`config.mk`:
```
export PLATFORM = sky130hd
export DESIGN_NAME = score_bcd_accumulator
export DESIGN_NICKNAME = d
export VERILOG_FILES = /design/src/rtl/score_bcd_accumulator.sv
export SDC_FILE = /design/constraint.sdc
export NUM_CORES = 1
export LEC_CHECK = 0
export CORE_UTILIZATION = 45
export CTS_BUF_LIST = sky130_fd_sc_hd__clkbuf_4
export DETAILED_ROUTE_END_ITERATION = 6
export DONT_BUFFER_PORTS = 1
export PLACE_DENSITY = 0.7
export SLEW_MARGIN = 20
export SYNTH_ARGS = -nofsm -noshare
export SYNTH_HDL_FRONTEND = slang
export SYNTH_SLANG_ARGS = --single-unit
export TNS_END_PERCENT = 50
```
`constraint.sdc`:
```
create_clock -name clk -period 3.7 [get_ports clk]
set_input_delay 0.37 -clock clk [delete_from_list [all_inputs] [get_ports clk]]
set_output_delay 0.37 -clock clk [all_outputs]
set_load 0.03 [all_outputs]
```
`src/rtl/score_bcd_accumulator.sv`:
```
// Score accumulator: converts each binary increment to BCD (serial double-dabble),
// adds it digit by digit into a work copy of the score, then commits atomically.
module score_bcd_accumulator #(
    parameter int DIGITS      = 4,
    parameter int ADD_W       = 8,
    parameter int CONV_DIGITS = (ADD_W + 2) / 3
) (
    input  logic                  clk,
    input  logic                  resetN,
    input  logic                  clear,
    input  logic                  add_valid,
    input  logic [ADD_W-1:0]      add_points,
    output logic                  add_ready,
    output logic [DIGITS*4-1:0]   digits,
    output logic                  busy,
    output logic                  overflow
);

    localparam int CNT_W   = $clog2((ADD_W > DIGITS ? ADD_W : DIGITS) + 1);
    localparam int CONV_W  = CONV_DIGITS * 4;
    localparam int SCORE_W = DIGITS * 4;
    localparam logic [CNT_W-1:0]   CONV_LAST = CNT_W'(ADD_W - 1);
    localparam logic [CNT_W-1:0]   ADD_LAST  = CNT_W'(DIGITS - 1);
    localparam logic [SCORE_W-1:0] ALL_NINES = {DIGITS{4'h9}};

    typedef enum logic [1:0] {IDLE, CONV, ADD, COMMIT} state_t;

    state_t               state;
    state_t               state_next;
    logic [ADD_W-1:0]     bin_q;
    logic [CONV_W-1:0]    conv_q;
    logic [SCORE_W-1:0]   work_q;
    logic [CNT_W-1:0]     cnt_q;
    logic                 carry_q;
    logic [SCORE_W-1:0]   digits_q;
    logic                 overflow_q;

    logic                      accept;
    logic [CONV_W-1:0]         conv_adj;
    logic [CONV_W+ADD_W-1:0]   dd_shift;
    logic [3:0]                conv_digit;
    logic [4:0]                digit_sum;
    logic [3:0]                sum_digit;
    logic                      sum_carry;
    logic [SCORE_W+3:0]        work_rot;
    logic                      conv_high_nz;

    // Handshake: an increment transfers on a rising edge where add_valid and add_ready
    // are both high; add_ready is only offered in IDLE and never during a clear cycle.
    assign add_ready = (state == IDLE) && !clear;
    assign accept    = add_valid && add_ready;
    assign busy      = (state != IDLE);
    assign digits    = digits_q;
    assign overflow  = overflow_q;

    always_ff @(posedge clk or negedge resetN) begin
        if (!resetN) begin
            state <= IDLE;
        end else begin
            state <= state_next;
        end
    end

    always_comb begin
        state_next = state;
        case (state)
            IDLE:    if (accept) state_next = CONV;
            CONV:    if (cnt_q == CONV_LAST) state_next = ADD;
            ADD:     if (cnt_q == ADD_LAST) state_next = COMMIT;
            COMMIT:  state_next = IDLE;
            default: state_next = IDLE;
        endcase
        if (clear) state_next = IDLE;
    end

    // Double-dabble step: bias nibbles >= 5 by 3, then shift {bcd, bin} left once.
    always_comb begin
        conv_adj = conv_q;
        for (int i = 0; i < CONV_DIGITS; i++) begin
            if (conv_q[i*4 +: 4] >= 4'd5) conv_adj[i*4 +: 4] = conv_q[i*4 +: 4] + 4'd3;
        end
        dd_shift = {conv_adj, bin_q} << 1;
    end

    // The work score rotates right one nibble per ADD cycle, so the digit being
    // summed is always in the bottom nibble and the order is restored after DIGITS steps.
    always_comb begin
        conv_digit = 4'd0;
        for (int i = 0; i < CONV_DIGITS; i++) begin
            if (cnt_q == CNT_W'(i)) conv_digit = conv_q[i*4 +: 4];
        end
        digit_sum = {1'b0, work_q[3:0]} + {1'b0, conv_digit} + {4'd0, carry_q};
        if (digit_sum > 5'd9) begin
            sum_digit = 4'(digit_sum - 5'd10);
            sum_carry = 1'b1;
        end else begin
            sum_digit = digit_sum[3:0];
            sum_carry = 1'b0;
        end
        work_rot = {sum_digit, work_q};
    end

    always_comb begin
        conv_high_nz = 1'b0;
        for (int i = 0; i < CONV_DIGITS; i++) begin
            if (i >= DIGITS && conv_q[i*4 +: 4] != 4'd0) conv_high_nz = 1'b1;
        end
    end

    always_ff @(posedge clk or negedge resetN) begin
        if (!resetN) begin
            bin_q      <= '0;
            conv_q     <= '0;
            work_q     <= '0;
            cnt_q      <= '0;
            carry_q    <= 1'b0;
            digits_q   <= '0;
            overflow_q <= 1'b0;
        end else if (clear) begin
            cnt_q      <= '0;
            carry_q    <= 1'b0;
            digits_q   <= '0;
            overflow_q <= 1'b0;
        end else begin
            case (state)
                IDLE: begin
                    if (accept) begin
                        bin_q   <= add_points;
                        conv_q  <= '0;
                        work_q  <= digits_q;
                        cnt_q   <= '0;
                        carry_q <= 1'b0;
                    end
                end
                CONV: begin
                    conv_q <= dd_shift[CONV_W+ADD_W-1:ADD_W];
                    bin_q  <= dd_shift[ADD_W-1:0];
                    cnt_q  <= (cnt_q == CONV_LAST) ? '0 : cnt_q + 1'b1;
                end
                ADD: begin
                    work_q  <= work_rot[SCORE_W+3:4];
                    carry_q <= sum_carry;
                    cnt_q   <= (cnt_q == ADD_LAST) ? '0 : cnt_q + 1'b1;
                end
                COMMIT: begin
                    if (carry_q || conv_high_nz) begin
                        digits_q   <= ALL_NINES;
                        overflow_q <= 1'b1;
                    end else begin
                        digits_q <= work_q;
                    end
                end
                default: ;
            endcase
        end
    end

endmodule

```
==> results.ini, run 1 <==
[status]
status=complete, no violations

[logic_synthesis]
synth_top_family_by_area=compound AO/OA/AOI/OAI gates
synthAdderAreaFrac_pct=8.536
ys_seq_area_share_pct=44.15
netlist_area_um2=3401
synthCells=359
synth_ff_type=dfrtp_1
synth.distinct_cells=48
synth.top_cells.by_area=dfrtp_1, ha_1, mux2i_1
synth_edf_count=0
synthSimpleGateAreaFrac_pct=15.01
syn_avg_cell_area_um2=9.473
muxShareOfSynthArea_pct=7.248
ys_ff_latch=60
syn_nets=393
yosysWarnings=0
synthArstFlopShare_pct=100.0
synth_compound_area_share_pct=18.80
yosysTopAreaCell=dfrtp_1
synth.top_cell.area_share_pct=44.15
synthXorXnorAreaFrac_pct=1.545

[power_and_ir_drop]
pwr-share-seq_pct=35.1
p_int_w=0.001729
pwr-share-clk_pct=18.8
finalPower_w=0.002930
power.switching_w=0.001202
p_leak_nw=1.658
switching_share_pct=41.00
p_comb_share_pct=46.2
powerDensity_nw_per_um2=760.9
vdd_drop_max_v=0.0003683

[floorplanning]
dieArea_um2=7909
die_h_um=88.93
die_width_um=88.93
start_util_pct=46.64
io_pins=31
coreArea_um2=7292
rows=31

[setup_path]
required_ns=4.04
crit_type=register to register
setup.worst_path.start_class=register
crit_path_end_kind=register
cp.arrival_ns=3.96
crit_fanout=3

[finish]
regArea_um2=1501
fin_util_pct=52.81
nets=404
fillers=702
antenna_cells=0
drive_above_1_share_pct=14.40
synthToLayoutAreaGrowth_pct=13.24
multi_input_area_um2=1808

[route]
viasPerCell=5.582
wire_per_inst_um=15.31
wirelength_um=7256
drtIter0Drc=81
ant_nets=0
dr_total_vias=2646
drt-pass1-iter-count=4
drc=0

[timing]
worst_pin_slew_ns=1.039
slew_viol_final=0
grt_setup_unrepaired=true
tns_ns=0
max-slew-margin-rel_pct=30.72
finalCriticalPeriod_ns=3.622
finalSetupViolCount=0
hold_violations=0
fin_crit_sh_pct=97.88
skew_ns=0.01896
fmax_mhz=276.1

[clocking]
cts_buffers=9
cts.sinks=60
clockRootBuffer=clkbuf_4
tritoncts=built
cts_max_path_buffers=2
cts_max_level=3
clk_pin_slew_ns=0.11
clk_latency_ns=0.43

[grt]
grtUsageTotal_pct=20.15
grt_max_degree=61
antenna_found_initial=0
grt_pass1_wl_um=12030
grt_pass1_vias=2640
overflow=0

[placed_design]
gp_congestion=0.8436
io_buffers=0
hpwl_um=4899

[job]
cap_violations=0

[worst_hold_path]
hold_path.class=input pin to register

[synth_stat cells, types with 2 or more instances]
| cell | number |
|---|---|
| clkbuf_1 | 12 |
| a311oi_1 | 3 |
| nand2_1 | 20 |
| dfrtp_1 | 60 |
| fa_1 | 2 |
| a32oi_1 | 4 |
| nand2b_1 | 12 |
| ha_1 | 20 |
| nor3_1 | 3 |
| a21oi_1 | 32 |
| xor2_1 | 3 |
| mux2i_1 | 22 |
| a22oi_1 | 5 |
| nand3_1 | 13 |
| o22ai_1 | 5 |
| a211oi_1 | 7 |
| buf_2 | 5 |
| o21ai_0 | 28 |
| inv_1 | 22 |
| nor3b_1 | 5 |
| buf_1 | 2 |
| xnor2_1 | 3 |
| a21o_1 | 4 |
| nor2_1 | 43 |
[layout by cell type, fill, tap and decap left out, drive strengths merged, types with 4 or more instances in the layout]
cell | netlist | final
a211oi | 7 | 7
a21o | 5 | 5
o21ai | 30 | 30
dfrtp | 60 | 60
nor3b | 6 | 6
a22oi | 5 | 5
buf | 7 | 17
inv | 22 | 23
nand2 | 20 | 20
ha | 20 | 20
nand3 | 13 | 13
mux2i | 22 | 22
a32oi | 4 | 4
o22ai | 5 | 5
clkbuf | 12 | 9
nand2b | 12 | 12
clkinv | 0 | 4
a21oi | 33 | 33
nor2 | 44 | 44
[layout make-up]
| class | instances | area share (%) |
|---|---|---|
| clock inverters | 7 | 2.599 |
| clock buffers | 9 | 1.754 |
| inverters | 22 | 2.144 |
| well taps | 99 | 3.216 |
| multi-input cells | 258 | 46.95 |
| repair buffers | 19 | 4.353 |
| flip-flops and latches | 60 | 38.99 |
[worst paths after layout]
path                       startpoint          to  slack (ns)  depth (start not counted)
max                          cnt_q[0]  work_q[14]        0.08                         15
min                             clear    bin_q[0]        0.11                          2
max reg2reg                  cnt_q[0]  work_q[14]        0.08                         15
min reg2reg                  bin_q[7]    bin_q[7]        0.49                          2
max in group asynchronous      resetN    cnt_q[0]        2.95                          2
min in group asynchronous      resetN   digits[2]        0.47                          2
[stage by stage]
stage	setup slack, ns	std cells	hold WS (ns)	area, um2
final	0.07845	474	0.1108	3851
after floorplan	0.009519	359	0.07441	3420
after global routing	-0.1061	474	0.1015	3851
after detailed placement	-0.04913	451	0.07635	3556
after global placement	0.06073	451	0.07642	3556
after CTS	0.01453	471	0.07938	3779
[power by group through the flow]
stage	sequential, W	combinational [W]	clock (W)
6_report	0.00103	0.00135	0.000550
5_1_grt	0.00105	0.00151	0.000585
4_1_cts	0.00102	0.00129	0.000562
3_5_place_dp	0.00104	0.00125	0
3_3_place_gp	0.00103	0.00120	0
2_1_floorplan	0.000983	0.00100	0
[critical path, stage by stage (launching register included)]
cell	delay, ns
dfrtp_1	0.45
inv_2	0.10
ha_1	0.15
nor4b_4	0.24
a22oi_2	0.09
nor2_2	0.13
a21oi_2	0.05
fa_2	0.38
fa_2	0.39
xor2_2	0.16
buf_4	0.14
ha_1	0.21
a32o_2	0.27
o311ai_4	0.34
mux2_4	0.33
o221ai_2	0.12
[sequential cells by signal, indices dropped and copies added (netlist names)]
name,cells
conv_q,12
state,2
digits,16
work_q,16
carry_q,1
bin_q,8
cnt_q,4
overflow,1
[routing by layer]
metal	global-route usage, %	wire length [um]	up-vias
met5	0	0	-
met4	7.648	116	0
met3	5.078	304	12
met2	35.10	3484	56
met1	24.13	3351	1291
li1	-	-	1287
[kinds of logic (layout without fill, tap and decap cells)]
logic type | after synthesis | in the layout
and+or+nand+nor | 106 | 106
AOI/OAI and AO/OA | 100 | 100
DFF | 60 | 60
buffers and inverters | 41 | 57
muxes | 24 | 24
adders and majority gates | 22 | 22
xor gates and xnor gates | 6 | 6
[repair_timing]
item / CTS / global route
endpoints found under the hold margin: 84 / 0
hold buffers: 3 / 0
pin swaps: 1 / 5
setup endpoints to repair: 1 / 4
gates cloned: 0 / 0
setup buffers: 1 / 3
gates resized for setup: 0 / 11
(Power assumes the default switching activity.)
==> run 2, diff against run 1 <==
--- a/config.mk
+++ b/config.mk
@@ -5,10 +5,12 @@
 export SDC_FILE = /design/constraint.sdc
 export NUM_CORES = 1
 export LEC_CHECK = 0
+export CORE_MARGIN = 1.5
 export CORE_UTILIZATION = 45
 export CTS_BUF_LIST = sky130_fd_sc_hd__clkbuf_4
 export DETAILED_ROUTE_END_ITERATION = 6
 export DONT_BUFFER_PORTS = 1
+export GPL_TIMING_DRIVEN = 0
 export PLACE_DENSITY = 0.7
 export SLEW_MARGIN = 20
 export SYNTH_ARGS = -nofsm -noshare
==> run 2 against run 1 <==
Effect of this change: utilization down 0.74 points; critical path depth down 2; global-route usage up 0.34 points; cell count up 1.7%; highest routed layer unchanged; clock skew about the same; cell area down 1.4%; non-clock buffer count up 8; sequential share of layout area up 0.59 points; first-iteration DRC count up 64%; register-to-register slack about the same; fmax up 0.20%; via count up 1.3%; critical path type unchanged.
==> results.ini, run 2 (synthesized netlist as in run 1, its figures left out) <==
[setup_path]
cpMostUsedCell=fa_2
worst_path_largest_cell_delay_ns=0.58  ; was 0.45 ns
crit_chain=ha_4 > nor4b_4 > a22oi_1 > nor2_1 > a21oi_1 > fa_2 > fa_2 > ha_2 > or2b_1 > a32o_2 > o311ai_4 > mux2_4 > o221ai_2  ; was inv_2 > ha_1 > nor4b_4 > a22oi_2 > nor2_2 > a21oi_2 > fa_2 > fa_2 > xor2_2 > buf_4 > ha_1 > a32o_2 > o311ai_4 > mux2_4 > o221ai_2
reg2reg_depth=13  ; was 15
crit_end=work_q[14]  ; unchanged
cp.arrival_ns=3.97  ; was 3.96 ns
crit_buf_inv=0  ; was 2
required_ns=4.06  ; was 4.04 ns
crit_type=register to register  ; unchanged
critical_path.top_delay_family=adder cells  ; unchanged
critPathLaunch=cnt_q[0]  ; unchanged
crit_path_end_kind=register  ; unchanged
cpMaxStageDelayCell=fa_2  ; was dfrtp_1
r2r_end=work_q[14]  ; unchanged
crit_fanout=4  ; was 3
cp.depth=13  ; was 15
r2r_start=cnt_q[0]  ; unchanged
setup.worst_path.start_class=register  ; unchanged
r2r_slack_ns=0.09  ; was 0.08 ns

[route]
ant_nets=0  ; unchanged
wirelength_um=7765  ; was 7256 um
drtIter0Drc=133  ; was 81
viasPerCell=5.560  ; was 5.582
drc=0  ; unchanged
dr_total_vias=2680  ; was 2,646
drt-pass1-iter-count=5  ; was 4
wire_per_inst_um=16.11  ; was 15.31 um

[timing]
grt_setup_unrepaired=true  ; unchanged
worst_pin_slew_ns=0.6786  ; was 1.039 ns
finalCriticalPeriod_ns=3.614  ; was 3.622 ns
finalSetupViolCount=0  ; unchanged
fin_crit_sh_pct=97.69  ; was 97.88%
max-slew-margin-rel_pct=54.76  ; was 30.72%
fmax_mhz=276.7  ; was 276.1 MHz
fin_ws_ns=0.08556  ; was 0.07845 ns
skew_ns=0.01941  ; was 0.01896 ns
slew_viol_final=0  ; unchanged
hold_violations=0  ; unchanged

[finish]
post-route-cell-area_um2=3797  ; was 3851 um2
fillers=711  ; was 702
regArea_um2=1503  ; was 1501 um2
antenna_cells=0  ; unchanged
layout_common_cells=dfrtp_1, nor2_1, a21oi_1  ; unchanged
drive_above_1_share_pct=13.32  ; was 14.40%
synthToLayoutAreaGrowth_pct=11.66  ; was 13.24%
stdcell_count=482  ; was 474
final_common_cell=dfrtp_1  ; unchanged
nets=412  ; was 404
multi_input_area_um2=1805  ; was 1808 um2

[clocking]
cts_max_level=3  ; unchanged
clk_pin_slew_ns=0.12  ; was 0.11 ns
clockRootBuffer=clkbuf_4  ; unchanged
cts_buffers=9  ; unchanged
tritoncts=built  ; unchanged
clk_latency_ns=0.43  ; about the same
cts_max_path_buffers=2  ; unchanged
cts.sinks=60  ; unchanged

[grt]
grt_pass1_wl_um=13300  ; was 12,030 um
grt_max_degree=61  ; unchanged
overflow=0  ; unchanged
antenna_found_initial=0  ; unchanged
grt_pass1_vias=2717  ; was 2,640
grtUsageTotal_pct=20.50  ; was 20.15%

[placed_design]
io_buffers=0  ; unchanged
pre_cts_ws_ns=-0.3426  ; was -0.04913 ns
dpl_cell_area_um2=3543  ; was 3556 um2
hpwl_um=5435  ; was 4899 um
place_inst=458  ; was 451
gp_congestion=0.8617  ; was 0.8436

[power_and_ir_drop]
powerDensity_nw_per_um2=739.4  ; was 760.9 nW/um2
power.switching_w=0.001243  ; was 0.001202 W
p_comb_share_pct=48.5  ; was 46.2%
p_int_w=0.001565  ; was 0.001729 W
vdd_drop_max_v=0.0003705  ; was 0.0003683 V
pwr-share-clk_pct=14.9  ; was 18.8%
finalPower_w=0.002808  ; was 0.002930 W
pwr-share-seq_pct=36.6  ; was 35.1%
switching_share_pct=44.27  ; was 41.00%
p_leak_nw=1.622  ; was 1.658 nW

[floorplanning]
io_pins=31  ; unchanged
start_util_pct=46.64  ; unchanged
coreArea_um2=7292  ; unchanged
die_width_um=89.93  ; was 88.93 um
rows=31  ; unchanged
die_h_um=89.93  ; was 88.93 um
dieArea_um2=8087  ; was 7909 um2

[status]
status=complete, no violations  ; unchanged

[job]
cap_violations=0  ; unchanged

[worst_hold_path]
hold_path.class=input pin to register  ; unchanged

## run 2: cell types whose count changed in the layout (fill, tap and decap cells not counted), sizes merged
cell and delta:
clkbuf +11, buf -2, bufinv -2, clkinvlp +2, clkinv -1, dlygate4sd3 -1, inv +1
## run 2: cell type report
class | instances | share of cell area [%]
Multi-Input combinational cell | 258 | 47.55
Inverter | 22 | 2.175
Tap cell | 99 | 3.262
Sequential cell | 60 | 39.57
Buffer | 18 | 1.944
Clock inverter | 7 | 1.351
Clock buffer | 9 | 1.779
Timing Repair Buffer | 9 | 2.372
## run 2: power groups by stage
stage / clock network (W) / registers [W] / logic, W
6_report: 0.000418 / 0.00103 / 0.00136
5_1_grt: 0.000449 / 0.00105 / 0.00152
4_1_cts: 0.000430 / 0.00102 / 0.00134
3_5_place_dp: 0 / 0.00104 / 0.00123
3_3_place_gp: 0 / 0.00103 / 0.00119
2_1_floorplan: 0 / 0.000983 / 0.00100
## run 2: metrics by stage
stage	hold slack (ns)	TNS, ns	util (%)
after global routing	0.1493	-0.1039	52.08
after detailed placement	0.07613	-1.014	48.59
after CTS	0.1254	0	51.66
after floorplan	0.07441	0	-
after global placement	0.07650	-0.9014	48.59
final	0.1408	0	52.08
## run 2: how the worst min path moves through the flow
| stage | startpoint | slack [ns] | to | depth (start not counted) |
|---|---|---|---|---|
| after floorplan | resetN | 0.07 | bin_q[0] | 0 |
| after global placement | resetN | 0.08 | work_q[13] | 0 |
| after detailed placement | resetN | 0.08 | work_q[14] | 0 |
| after CTS | add_points[6] | 0.13 | bin_q[6] | 2 |
| after global routing | add_points[6] | 0.15 | bin_q[6] | 2 |
| final | add_points[5] | 0.14 | bin_q[5] | 2 |
## run 2: metal layers
layer	track usage [%]	up-vias	wire length [um]
li1	-	1296	-
met5	0	-	0
met1	25.59	1319	3400
met3	6.514	8	402
met2	34.61	57	3897
met4	4.894	0	64
## run 2: timing repair
| item | 4_1_cts | 5_1_grt |
|---|---|---|
| hold buffers | 2 | 0 |
| pin swaps | 3 | 3 |
| hold endpoints to repair | 60 | 0 |
| endpoints found under the setup margin | 4 | 4 |
| buffers inserted | 6 | 1 |
| resized for setup | 5 | 7 |
| gates cloned | 0 | 0 |
==> run 3, diff against run 2 <==
--- a/config.mk
+++ b/config.mk
@@ -6,12 +6,12 @@
 export NUM_CORES = 1
 export LEC_CHECK = 0
 export CORE_MARGIN = 1.5
-export CORE_UTILIZATION = 45
+export CORE_UTILIZATION = 50
 export CTS_BUF_LIST = sky130_fd_sc_hd__clkbuf_4
 export DETAILED_ROUTE_END_ITERATION = 6
 export DONT_BUFFER_PORTS = 1
 export GPL_TIMING_DRIVEN = 0
-export PLACE_DENSITY = 0.7
+export PLACE_DENSITY = 0.76
 export SLEW_MARGIN = 20
 export SYNTH_ARGS = -nofsm -noshare
 export SYNTH_HDL_FRONTEND = slang
==> run 3 against run 2 <==
Effect of this change: utilization up 7.8 points; worst hold slack better by 0.0031 ns; combinational power about the same; cell count down 4.4%; register-to-register slack about the same; fmax about the same; global-route usage up 2.7 points; the run now ends with DRC left; clock power up 65%; critical path depth up 1; flip-flop and latch count unchanged; highest routed layer unchanged; power up 10%; first-iteration DRC count up 12%.
==> results.ini, run 3 (synthesized netlist as in run 1, its figures left out) <==
[status]
status=finished, violations left  ; was complete, no violations
violations=DRC

[setup_path]
setup.worst_path.start_class=register  ; unchanged
crit_type=register to register  ; unchanged
crit_buf_inv=1  ; was 0
cp.arrival_ns=3.96  ; was 3.97 ns
crit_chain=inv_2 > ha_1 > nor4b_4 > a22oi_1 > nor2_1 > a21oi_1 > fa_2 > fa_2 > ha_1 > or2b_1 > a32o_2 > o311ai_4 > mux2_4 > o221ai_2  ; was ha_4 > nor4b_4 > a22oi_1 > nor2_1 > a21oi_1 > fa_2 > fa_2 > ha_2 > or2b_1 > a32o_2 > o311ai_4 > mux2_4 > o221ai_2
reg2reg_depth=14  ; was 13
r2r_slack_ns=0.09  ; about the same
crit_fanout=3  ; was 4
critical_path.top_delay_family=adder cells  ; unchanged
required_ns=4.04  ; was 4.06 ns
critPathLaunch=cnt_q[0]  ; unchanged
cpMaxStageDelayCell=fa_2  ; unchanged
r2r_start=cnt_q[0]  ; unchanged
r2r_end=work_q[14]  ; unchanged
worst_path_largest_cell_delay_ns=0.58  ; about the same
cp.depth=14  ; was 13
crit_end=work_q[14]  ; unchanged
crit_path_end_kind=register  ; unchanged

[timing]
finalSetupViolCount=0  ; unchanged
finalCriticalPeriod_ns=3.612  ; was 3.614 ns
max-slew-margin-rel_pct=55.69  ; was 54.76%
hold_violations=0  ; unchanged
fmax_mhz=276.8  ; was 276.7 MHz
skew_ns=0.01042  ; was 0.01941 ns
worst_pin_slew_ns=0.6647  ; was 0.6786 ns
fin_crit_sh_pct=97.63  ; was 97.69%
slew_viol_final=0  ; unchanged
grt_setup_unrepaired=true  ; unchanged

[route]
drt-pass1-iter-count=6  ; was 5
ant_nets=0  ; unchanged
viasPerCell=5.907  ; was 5.560
wirelength_um=7813  ; was 7765 um
drc=1  ; was 0
drtIter0Drc=149  ; was 133
dr_total_vias=2723  ; was 2,680
wire_per_inst_um=16.95  ; was 16.11 um

[floorplanning]
start_util_pct=52.65  ; was 46.64%
coreArea_um2=6459  ; was 7292 um2
dieArea_um2=7305  ; was 8087 um2
die_h_um=85.47  ; was 89.93 um
rows=29  ; was 31
die_width_um=85.47  ; was 89.93 um
io_pins=31  ; unchanged

[finish]
antenna_cells=0  ; unchanged
fillers=545  ; was 711
drive_above_1_share_pct=13.28  ; was 13.32%
post-route-cell-area_um2=3870  ; was 3797 um2
stdcell_count=461  ; was 482
final_common_cell=dfrtp_1  ; unchanged
synthToLayoutAreaGrowth_pct=13.80  ; was 11.66%
layout_common_cells=dfrtp_1, nor2_1, a21oi_1  ; unchanged
nets=413  ; was 412

[placed_design]
place_inst=436  ; was 458
hpwl_um=5368  ; was 5435 um
io_buffers=0  ; unchanged
gp_congestion=0.7945  ; was 0.8617
dpl_cell_area_um2=3516  ; was 3543 um2

[grt]
grt_pass1_vias=2800  ; was 2,717
grt_pass1_wl_um=13270  ; was 13,300 um
overflow=0  ; unchanged
grtUsageTotal_pct=23.16  ; was 20.50%
grt_max_degree=61  ; unchanged
top_usage_layer=met2  ; unchanged
grtUsageMet3_pct=7.296  ; was 6.514%
antenna_found_initial=0  ; unchanged
grt.met1_usage_pct=29.42  ; was 25.59%
grt_util_met2_pct=37.51  ; was 34.61%

[clocking]
clk_latency_ns=0.42  ; was 0.43 ns
cts_buffers=9  ; unchanged
tritoncts=built  ; unchanged
clk_pin_slew_ns=0.12  ; about the same
cts_max_path_buffers=2  ; unchanged
cts.sinks=60  ; unchanged
clockRootBuffer=clkbuf_4  ; unchanged
cts_max_level=3  ; unchanged

[job]
cap_violations=0  ; unchanged

[power_and_ir_drop]
powerDensity_nw_per_um2=798.7  ; was 739.4 nW/um2
p_leak_nw=1.676  ; was 1.622 nW
finalPower_w=0.003091  ; was 0.002808 W
vdd_drop_max_v=0.0004198  ; was 0.0003705 V

[worst_hold_path]
min_path_cells=2  ; unchanged
hold_path.class=input pin to register  ; unchanged

-- run 3: cell types whose count changed in the layout (fill, tap and decap cells not counted), moves of 2 or more --
cell | previous run | this run
buf_4 | 7 | 9
bufinv_16 | 0 | 4
clkinv_2 | 2 | 0
clkinvlp_4 | 2 | 0
-- run 3: worst reg2reg max path: stages, from the launching register on --
cell and delay (ns):
dfrtp_2 0.46, inv_2 0.09, ha_1 0.16, nor4b_4 0.23
a22oi_1 0.11, nor2_1 0.11, a21oi_1 0.07, fa_2 0.38
fa_2 0.58, ha_1 0.13, or2b_1 0.22, a32o_2 0.25
o311ai_4 0.30, mux2_4 0.34, o221ai_2 0.12
-- run 3: cell type report --
| type | count | area [um2] | share of cell area, % |
|---|---|---|---|
| repair buffers | 11 | 105.1 | 2.716 |
| well taps | 77 | 96.34 | 2.489 |
| clock buffers | 9 | 67.56 | 1.746 |
| inverters | 22 | 82.58 | 2.134 |
| flip-flops and latches | 60 | 1503 | 38.83 |
| multi-input cells | 258 | 1799 | 46.49 |
| plain buffers | 17 | 70.07 | 1.811 |
| clock inverters | 7 | 146.4 | 3.783 |
-- run 3: how the worst min path moves through the flow --
stage | startpoint | endpoint | slack [ns]
2_1_floorplan | resetN | bin_q[0] | 0.07
3_3_place_gp | resetN | digits[15] | 0.08
3_5_place_dp | resetN | work_q[15] | 0.08
4_1_cts | add_points[6] | bin_q[6] | 0.13
5_1_grt | add_points[5] | bin_q[5] | 0.15
6_report | add_points[6] | bin_q[6] | 0.14
-- run 3: per-layer routing --
metal  vias up  routed length (um)
li1       1307                   -
met1      1332                3503
met2        71                3761
met3        13                 409
met4         0                 140
met5         -                   0
-- run 3: power by group --
group / leakage [nW] / internal, W / total, W / switching [W]
combinational: 0.770 / 0.000601 / 0.00138 / 0.000775
sequential: 0.795 / 0.000831 / 0.00102 / 0.000193
clock: 0.111 / 0.000416 / 0.000691 / 0.000276
total: 1.68 / 0.00185 / 0.00309 / 0.00124
-- run 3: per-stage QoR --
| step | TNS, ns | hold slack [ns] | util (%) | setup slack (ns) |
|---|---|---|---|---|
| global route | -0.1345 | 0.1516 | 59.92 | -0.07568 |
| global placement | -0.9045 | 0.07771 | 54.44 | -0.3257 |
| detailed placement | -1.238 | 0.07721 | 54.44 | -0.4081 |
| CTS | 0 | 0.1329 | 59.47 | 0.006870 |
| finish | 0 | 0.1439 | 59.92 | 0.08759 |
| floorplan | 0 | 0.07441 | - | 0.009519 |
-- run 3: what timing repair did --
action / in CTS / in global routing
gates cloned: 0 / 0
hold buffers: 2 / 0
pin swaps: 3 / 3
setup buffers: 6 / 3
gates resized for setup: 6 / 4
hold endpoints to repair: 60 / 0
setup endpoints to repair: 4 / 4
